`config.mk`:
```
export PLATFORM = sky130hd
export DESIGN_NAME = muldiv_sequencer
export DESIGN_NICKNAME = d
export VERILOG_FILES = /design/src/rtl/muldiv_sequencer.sv
export SDC_FILE = /design/constraint.sdc
export NUM_CORES = 1
export LEC_CHECK = 0
export CAP_MARGIN = 20
export CORE_MARGIN = 8
export CORE_UTILIZATION = 55
export DETAILED_ROUTE_END_ITERATION = 7
export DONT_BUFFER_PORTS = 1
export GPL_TIMING_DRIVEN = 0
export PLACE_DENSITY = 0.73
export SLEW_MARGIN = 20
export SYNTH_ARGS = -nofsm -noshare
export SYNTH_HDL_FRONTEND = slang
export SYNTH_SLANG_ARGS = --single-unit
```
`constraint.sdc`:
```
create_clock -name clk -period 3.2 [get_ports clk]
set_input_delay 0.48 -clock clk [delete_from_list [all_inputs] [get_ports clk]]
set_output_delay 0.48 -clock clk [all_outputs]
set_load 0.02 [all_outputs]
```
`src/rtl/muldiv_sequencer.sv`:
```
// rtl/muldiv_sequencer.sv - iterative MULTU/DIVU sequencer for HI/LO; MULDIV_FAST_MULT_EN selects a single-cycle multiply
module muldiv_sequencer #(
    parameter int WIDTH = 32
) (
    input  logic             clk,
    input  logic             rst,
    input  logic             start,
    input  logic             op,
    input  logic [WIDTH-1:0] a,
    input  logic [WIDTH-1:0] b,
    input  logic             read_req,
    output logic             busy,
    output logic             done,
    output logic             stall,
    output logic [WIDTH-1:0] hi,
    output logic [WIDTH-1:0] lo
);

    localparam int CW = (WIDTH > 2) ? $clog2(WIDTH) : 1;
    localparam logic [0:0] S_IDLE = 1'b0;
    localparam logic [0:0] S_RUN  = 1'b1;

    logic [0:0]         state;
    logic [CW-1:0]      count;
    logic               op_r;
    logic [WIDTH-1:0]   opnd;
    logic [2*WIDTH-1:0] acc;
    logic [2*WIDTH-1:0] step_acc;
    logic [2*WIDTH-1:0] result;
    logic [WIDTH:0]     mul_sum;
    logic [WIDTH:0]     rem_sh;
    logic [WIDTH+1:0]   div_diff;
    logic               last;

    // acc holds {hi_part, multiplier} for MULTU and {remainder, quotient} for DIVU
    always_comb begin
        mul_sum  = {1'b0, acc[2*WIDTH-1:WIDTH]} + {1'b0, (acc[0] ? opnd : {WIDTH{1'b0}})};
        rem_sh   = {acc[2*WIDTH-1:WIDTH], acc[WIDTH-1]};
        div_diff = {1'b0, rem_sh} - {2'b00, opnd};
        step_acc = {mul_sum, acc[WIDTH-1:1]};
        if (op_r) begin
            if (div_diff[WIDTH+1])
                step_acc = {rem_sh[WIDTH-1:0], acc[WIDTH-2:0], 1'b0};
            else
                step_acc = {div_diff[WIDTH-1:0], acc[WIDTH-2:0], 1'b1};
        end
`ifdef MULDIV_FAST_MULT_EN
        // the product was already captured into acc on the accept edge
        last   = op_r ? (count == CW'(WIDTH - 1)) : 1'b1;
        result = op_r ? step_acc : acc;
`else
        last   = (count == CW'(WIDTH - 1));
        result = step_acc;
`endif
    end

    always_ff @(posedge clk) begin
        if (rst) begin
            state <= S_IDLE;
            count <= '0;
            op_r  <= 1'b0;
            opnd  <= '0;
            acc   <= '0;
            hi    <= '0;
            lo    <= '0;
            done  <= 1'b0;
        end else begin
            done <= 1'b0;
            if (state == S_IDLE) begin
                if (start) begin
                    op_r  <= op;
                    opnd  <= op ? b : a;
                    acc   <= op ? {{WIDTH{1'b0}}, a} : {{WIDTH{1'b0}}, b};
`ifdef MULDIV_FAST_MULT_EN
                    if (!op)
                        acc <= {{WIDTH{1'b0}}, a} * {{WIDTH{1'b0}}, b};
`endif
                    count <= '0;
                    state <= S_RUN;
                end
            end else begin
                acc   <= step_acc;
                count <= count + 1'b1;
                if (last) begin
                    hi    <= result[2*WIDTH-1:WIDTH];
                    lo    <= result[WIDTH-1:0];
                    done  <= 1'b1;
                    state <= S_IDLE;
                end
            end
        end
    end

    assign busy  = (state == S_RUN);
    assign stall = busy & (start | read_req);

endmodule
```
==> flow_summary.toml, run 1 <==
[sta]
drv_slew = 0
setup_viol = 14
slew_headroom = 0.359
worst_slack_ns = -0.119
fin_worst_skew_ns = 0.00998
clock.fmax_ghz = 0.301
hold_viol_final = 0
rsz0062_at_grt = "true"
tightest_slew_ns = 0.961
min_period_ns = 3.32
fin_crit_sh = 1.04
holdWs_ns = 0.268

[critical_path]
reg2reg_setup_slack_ns = -0.12
required_ns = 3.52
reg2reg_depth = 13
cp_max_fo = 8
path_buf_inv = 1
worst_setup_path_start_kind = "flop"
cp.arrival_ns = 3.64
startpoint = "acc[0]"
timing.rr.end = "acc[61]"
r2r_start = "acc[0]"
path_depth = 13
cp-endpoint = "acc[61]"
path_cells = "buf_8 > and2_4 > ha_4 > nand2_4 > o211a_4 > or4b_4 > a2111oi_4 > o2111ai_2 > a32oi_2 > xnor2_1 > nand2b_1 > a32oi_1 > nor2_1"
endpoint_kind = "flop"
slowest_stage = "or4b_4"
worstSetupPathType = "flop to flop"
path_delay_family = "compound AO/OA/AOI/OAI gates"
max_stage_delay_ns = 0.53

[die]
fp.dieH_um = 158
initial_utilization = 0.554
rows = 52
core_um2 = 20000
die-width_um = 158
io_pins = 136
fp.dieArea_um2 = 25000

[yosys]
ys_seq_area_frac = 0.303
synth-edff-count = 0
ys.warnings.count = 0
synth_area_per_cell_um2 = 8.28
ys_types = 73
async_flop_share = 0
ys_ff_latch = 168
ys.flop_type = "dfxtp_1"
postSynthCellCount = 1342
syn_nets = 1479
syn_area_um2 = 11100

[routing]
final_antenna_net_count = 0
dr.pass1.iters = 5
vias = 10400
detail_route.iter0.violations = 883
drc = 0
wl_per_cell_um = 21.5
totalWireLength_mm = 35.8
post_drt_via_cell_ratio = 6.25

[clock_network]
clk_latency_ns = 0.45
htree_num_levels = 4
path_clk_slew_ns = 0.08
root_buffer = "clkbuf_16"
cts.path.max_buffers = 2
cts_tree = "yes"
cts_sinks = 168
numCtsBuffers = 17

[hold_path]
hold_start = "a[7]"
hold_class = "primary input to flop"

[grt]
grt_overflow = 0
grt_pass1_wl_mm = 54.1
track_usage = 0.279
grt_max_degree = 20
antenna_found_initial = 0
grt_pass1_vias = 10000

[placed_design]
pre_cts_ws_ns = -0.759
gp_congestion = 0.959
port_buffers = 0
hpwlAfterDp_mm = 26.6

[pwr]
peakVddDrop_uv = 375
power_density_nw_per_um2 = 448
power_leakage_nw = 5.20
power_w = 0.00572

[finish]
drive_gt1_frac = 0.142
multi_input_area_um2 = 7680
nFillCells = 1727
syn_to_final_growth_pct = 15.0
antenna_cells = 0
final_core_util = 0.638
seq_area_um2 = 3390
final_nets = 1521

[job]
cap_violations = 0

[status]
violations = "negative setup slack"
status = "complete, but fails checks"
-- registers in the layout, indices dropped and copies added, names as in the netlist --
register,count
acc,64
hi,32
lo,32
opnd,32
count,5
busy,1
done,1
op_r,1
-- Yosys cell counts, drive strengths merged, types with 4 or more instances --
cell type | count | share of area
dfxtp | 168 | 0.30
o21ai | 110 | 0.050
mux2 | 30 | 0.030
ha | 66 | 0.074
nor2b | 13 | 0.0073
xnor2 | 31 | 0.024
buf | 22 | 0.0095
and2 | 37 | 0.021
inv | 42 | 0.014
nand3 | 15 | 0.0068
a31oi | 12 | 0.0073
xor2 | 23 | 0.018
and3 | 5 | 0.0028
a21oi | 85 | 0.040
nand2b | 10 | 0.0056
nand4 | 7 | 0.0039
mux2i | 113 | 0.10
nand2 | 124 | 0.042
nand3b | 5 | 0.0034
a211oi | 59 | 0.040
o211ai | 10 | 0.0068
a32o | 7 | 0.0063
a21o | 37 | 0.025
a21boi | 6 | 0.0041
clkbuf | 69 | 0.023
nor3 | 14 | 0.0063
a22o | 37 | 0.029
or3 | 4 | 0.0023
nor3b | 6 | 0.0041
nor2 | 122 | 0.041
o21a | 7 | 0.0047
-- worst reg2reg max path: stages, from the launching register on --
cell and delay (ns):
dfxtp_4 0.38, buf_8 0.15, and2_4 0.14, ha_4 0.28, nand2_4 0.06, o211a_4 0.27, or4b_4 0.53, a2111oi_4 0.42
o2111ai_2 0.20, a32oi_2 0.24, xnor2_1 0.14, nand2b_1 0.11, a32oi_1 0.22, nor2_1 0.05
-- how the worst min path moves through the flow --
stage | endpoint | depth (start not counted) | slack, ns
2_1_floorplan | acc[41] | 2 | 0.46
3_3_place_gp | count[2] | 2 | 0.48
3_5_place_dp | acc[41] | 2 | 0.49
4_1_cts | opnd[7] | 2 | 0.27
5_1_grt | opnd[7] | 2 | 0.28
6_report | opnd[7] | 2 | 0.27
-- layout make-up --
class                           count  share of cell area
Timing Repair Buffer               32              0.0201
Clock buffer                       18              0.0336
Clock inverter                     14              0.0135
Multi-Input combinational cell   1040               0.601
Sequential cell                   168               0.265
Buffer                             82              0.0280
Tap cell                          270              0.0264
Inverter                           43              0.0126
-- cell families after synthesis --
logic type,after synthesis,synth area share
compound gates,405,0.245
simple gates,370,0.153
flops,168,0.303
mux,143,0.132
buf+inv,134,0.0473
fa+ha+maj,68,0.0779
xor+xnor,54,0.0426
-- through the flow --
stage | TNS (ns) | std cells | instance area [um^2]
after floorplan | 0 | 1342 | 11100
after detailed placement | -17.21 | 1612 | 11400
after global routing | -2.09 | 1667 | 12800
after global placement | -15.78 | 1612 | 11400
after CTS | -0.955 | 1654 | 12300
final | -0.592 | 1667 | 12800
-- repair_timing --
action	in CTS	in global routing
hold buffers	0	0
endpoints found under the hold margin	0	0
buffers inserted	12	20
setup endpoints to repair	62	67
resized for setup	41	79
pin swaps	21	39
-- cells in the final DEF, fill, tap and decap left out, types with 28 or more instances in the layout --
master and instances:
dfxtp_1 158, nand2_1 122, nor2_1 121, mux2i_1 109, o21ai_0 83, a21oi_1 75
clkbuf_1 60, a211oi_1 55, ha_1 47, inv_1 41, a22o_1 37, a21o_1 36
and2_1 32, buf_4 32, xnor2_1 30, mux2_2 28
-- report_power, final --
part	internal [W]	switching (W)
Sequential	0.00217	0.0000967
Combinational	0.000559	0.000771
Clock	0.00106	0.00106
-- per-layer routing --
metal / routed length (um) / up-vias / global-route usage
met2: 16200 / 484 / 0.444
met1: 14700 / 4920 / 0.344
met4: 1430 / 0 / 0.134
met3: 3380 / 82 / 0.0713
li1: - / 4926 / -
met5: 0 / - / 0
Power figures use the tool's default switching activity.
==> run 2, diff against run 1 <==
==> constraint.sdc (replaced) <==
create_clock -name clk -period 3.2 [get_ports clk]
set_input_delay 0.64 -clock clk [delete_from_list [all_inputs] [get_ports clk]]
set_output_delay 0.64 -clock clk [all_outputs]
set_load 0.02 [all_outputs]
==> run 2 against run 1 <==
- the flow still finishes with violations (negative setup slack)
- utilization hardly changed
- clock skew hardly changed
- die area stayed put
- sequential power hardly changed
- setup slack worse by 0.0028 ns
- cell count stayed put
- sequential share of layout area hardly changed
- global-route usage hardly changed
- maximum frequency hardly changed
- non-clock buffer count stayed put
- combinational power hardly changed
- highest routed layer unchanged
==> flow_summary.toml, run 2 (synthesis results as in run 1) <==
[finish]
nFillCells = 1726
largest_reg_flops = 64
final_common_cell = "dfxtp_1"
regMostFlops = "acc"
final_nets = 1521
syn_to_final_growth_pct = 15.0
final_cell_mix = "158 x dfxtp_1, 122 x nand2_1, 121 x nor2_1, 109 x mux2i_1, 83 x o21ai_0"
drive_gt1_frac = 0.142
antenna_cells = 0

[placed_design]
port_buffers = 0
gp_congestion = 0.959
hpwlAfterDp_mm = 26.6

[pwr]
clkPwrFrac = 0.370
internal_power_w = 0.00379
power.share.sequential = 0.397
swShare = 0.336
power_leakage_nw = 5.21
power_density_nw_per_um2 = 447
peakVddDrop_uv = 370
p_comb_frac = 0.233
power.switching_w = 0.00192

[sta]
fin_worst_skew_ns = 0.00989
min_period_ns = 3.32
slew_headroom = 0.361
drv_slew = 0
clock.fmax_ghz = 0.301
tightest_slew_ns = 0.958
rsz0062_at_grt = "true"
setup_tns_ns = -0.538
hold_viol_final = 0
fin_crit_sh = 1.04
worst_slack_ns = -0.122
setup_viol = 10
holdWs_ns = 0.432

[die]
io_pins = 136
rows = 52
fp.dieArea_um2 = 25000
core_um2 = 20000
die-width_um = 158
fp.dieH_um = 158
initial_utilization = 0.554

[routing]
dr.pass1.iters = 8
totalWireLength_mm = 35.8
drc = 0
detail_route.iter0.violations = 946
vias = 10400
final_antenna_net_count = 0
wl_per_cell_um = 21.5
post_drt_via_cell_ratio = 6.23

[critical_path]
cp.arrival_ns = 3.64
cp_max_fo = 8
worstSetupPathType = "flop to flop"
worst_setup_path_start_kind = "flop"
path_delay_family = "compound AO/OA/AOI/OAI gates"
required_ns = 3.52
path_buf_inv = 1
endpoint_kind = "flop"
max_stage_delay_ns = 0.53
slowest_stage = "or4b_4"
path_cells = "buf_8 > and2_4 > ha_4 > nand2_4 > o211a_4 > or4b_4 > a2111oi_4 > o2111ai_2 > a32oi_2 > xnor2_1 > nand2b_1 > a32oi_1 > nor2_1"

[clock_network]
cts_hold_buf = 0
clk_latency_ns = 0.44
cts_tree = "yes"
numCtsBuffers = 17
htree_num_levels = 4
cts.path.max_buffers = 2
path_clk_slew_ns = 0.08
root_buffer = "clkbuf_16"
cts_sinks = 168

[grt]
track_usage = 0.279
antenna_found_initial = 0
grt_overflow = 0
grt_max_degree = 20
grt_pass1_wl_mm = 54.1
grt_pass1_vias = 10000

[job]
cap_violations = 0

[status]
violations = "negative setup slack"
status = "complete, but fails checks"

[hold_path]
hold_class = "primary input to flop"
run 2: cell count changes in the layout (fill, tap and decap cells not counted):
cell / delta
clkbuf_1: -1
buf_2: +1
run 2: cell type report:
cell class / count / area [um^2] / area share
inverters: 43 / 161 / 0.0126
repair buffers: 32 / 256 / 0.0201
well taps: 270 / 338 / 0.0264
multi-input cells: 1040 / 7680 / 0.601
flip-flops and latches: 168 / 3390 / 0.265
plain buffers: 82 / 359 / 0.0281
clock buffers: 18 / 429 / 0.0336
clock inverters: 14 / 173 / 0.0135
run 2: worst paths after layout:
check,start,endpoint,slack (ns),cells past startpoint
worst max-delay path,acc[0],acc[61],-0.12,13
worst min register to register,opnd[31],opnd[31],0.52,2
worst min-delay path,a[10],opnd[10],0.43,2
worst max register to register,acc[0],acc[61],-0.12,13
run 2: through the flow:
stage / total power, W / std cells / util / worst slack, ns / area (um^2)
final: 0.00572 / 1667 / 0.638 / -0.122 / 12800
after global routing: 0.00593 / 1667 / 0.638 / -0.185 / 12800
after CTS: 0.00559 / 1654 / 0.616 / -0.272 / 12300
after detailed placement: 0.00346 / 1612 / 0.571 / -0.759 / 11400
after global placement: 0.00344 / 1612 / 0.571 / -0.757 / 11400
after floorplan: 0.00316 / 1342 / - / 0.164 / 11100
run 2: layer usage:
layer	track usage	vias to the layer above	routed length, um
met4	0.134	0	1380
met5	0	-	0
met2	0.444	498	16300
met3	0.0713	84	3400
met1	0.345	4890	14700
li1	-	4921	-
run 2: what timing repair did:
item | CTS | global route
buffers inserted | 12 | 20
pin swaps | 21 | 39
endpoints found under the setup margin | 63 | 67
resized for setup | 42 | 80
gates cloned | 0 | 0
run 2: power groups by stage:
| stage | clock network, W | logic, W | registers, W |
|---|---|---|---|
| after floorplan | 0 | 0.000894 | 0.00227 |
| after global placement | 0 | 0.00114 | 0.00231 |
| after CTS | 0.00213 | 0.00120 | 0.00226 |
| after global routing | 0.00221 | 0.00144 | 0.00228 |
| final | 0.00212 | 0.00133 | 0.00227 |
| after detailed placement | 0 | 0.00115 | 0.00231 |
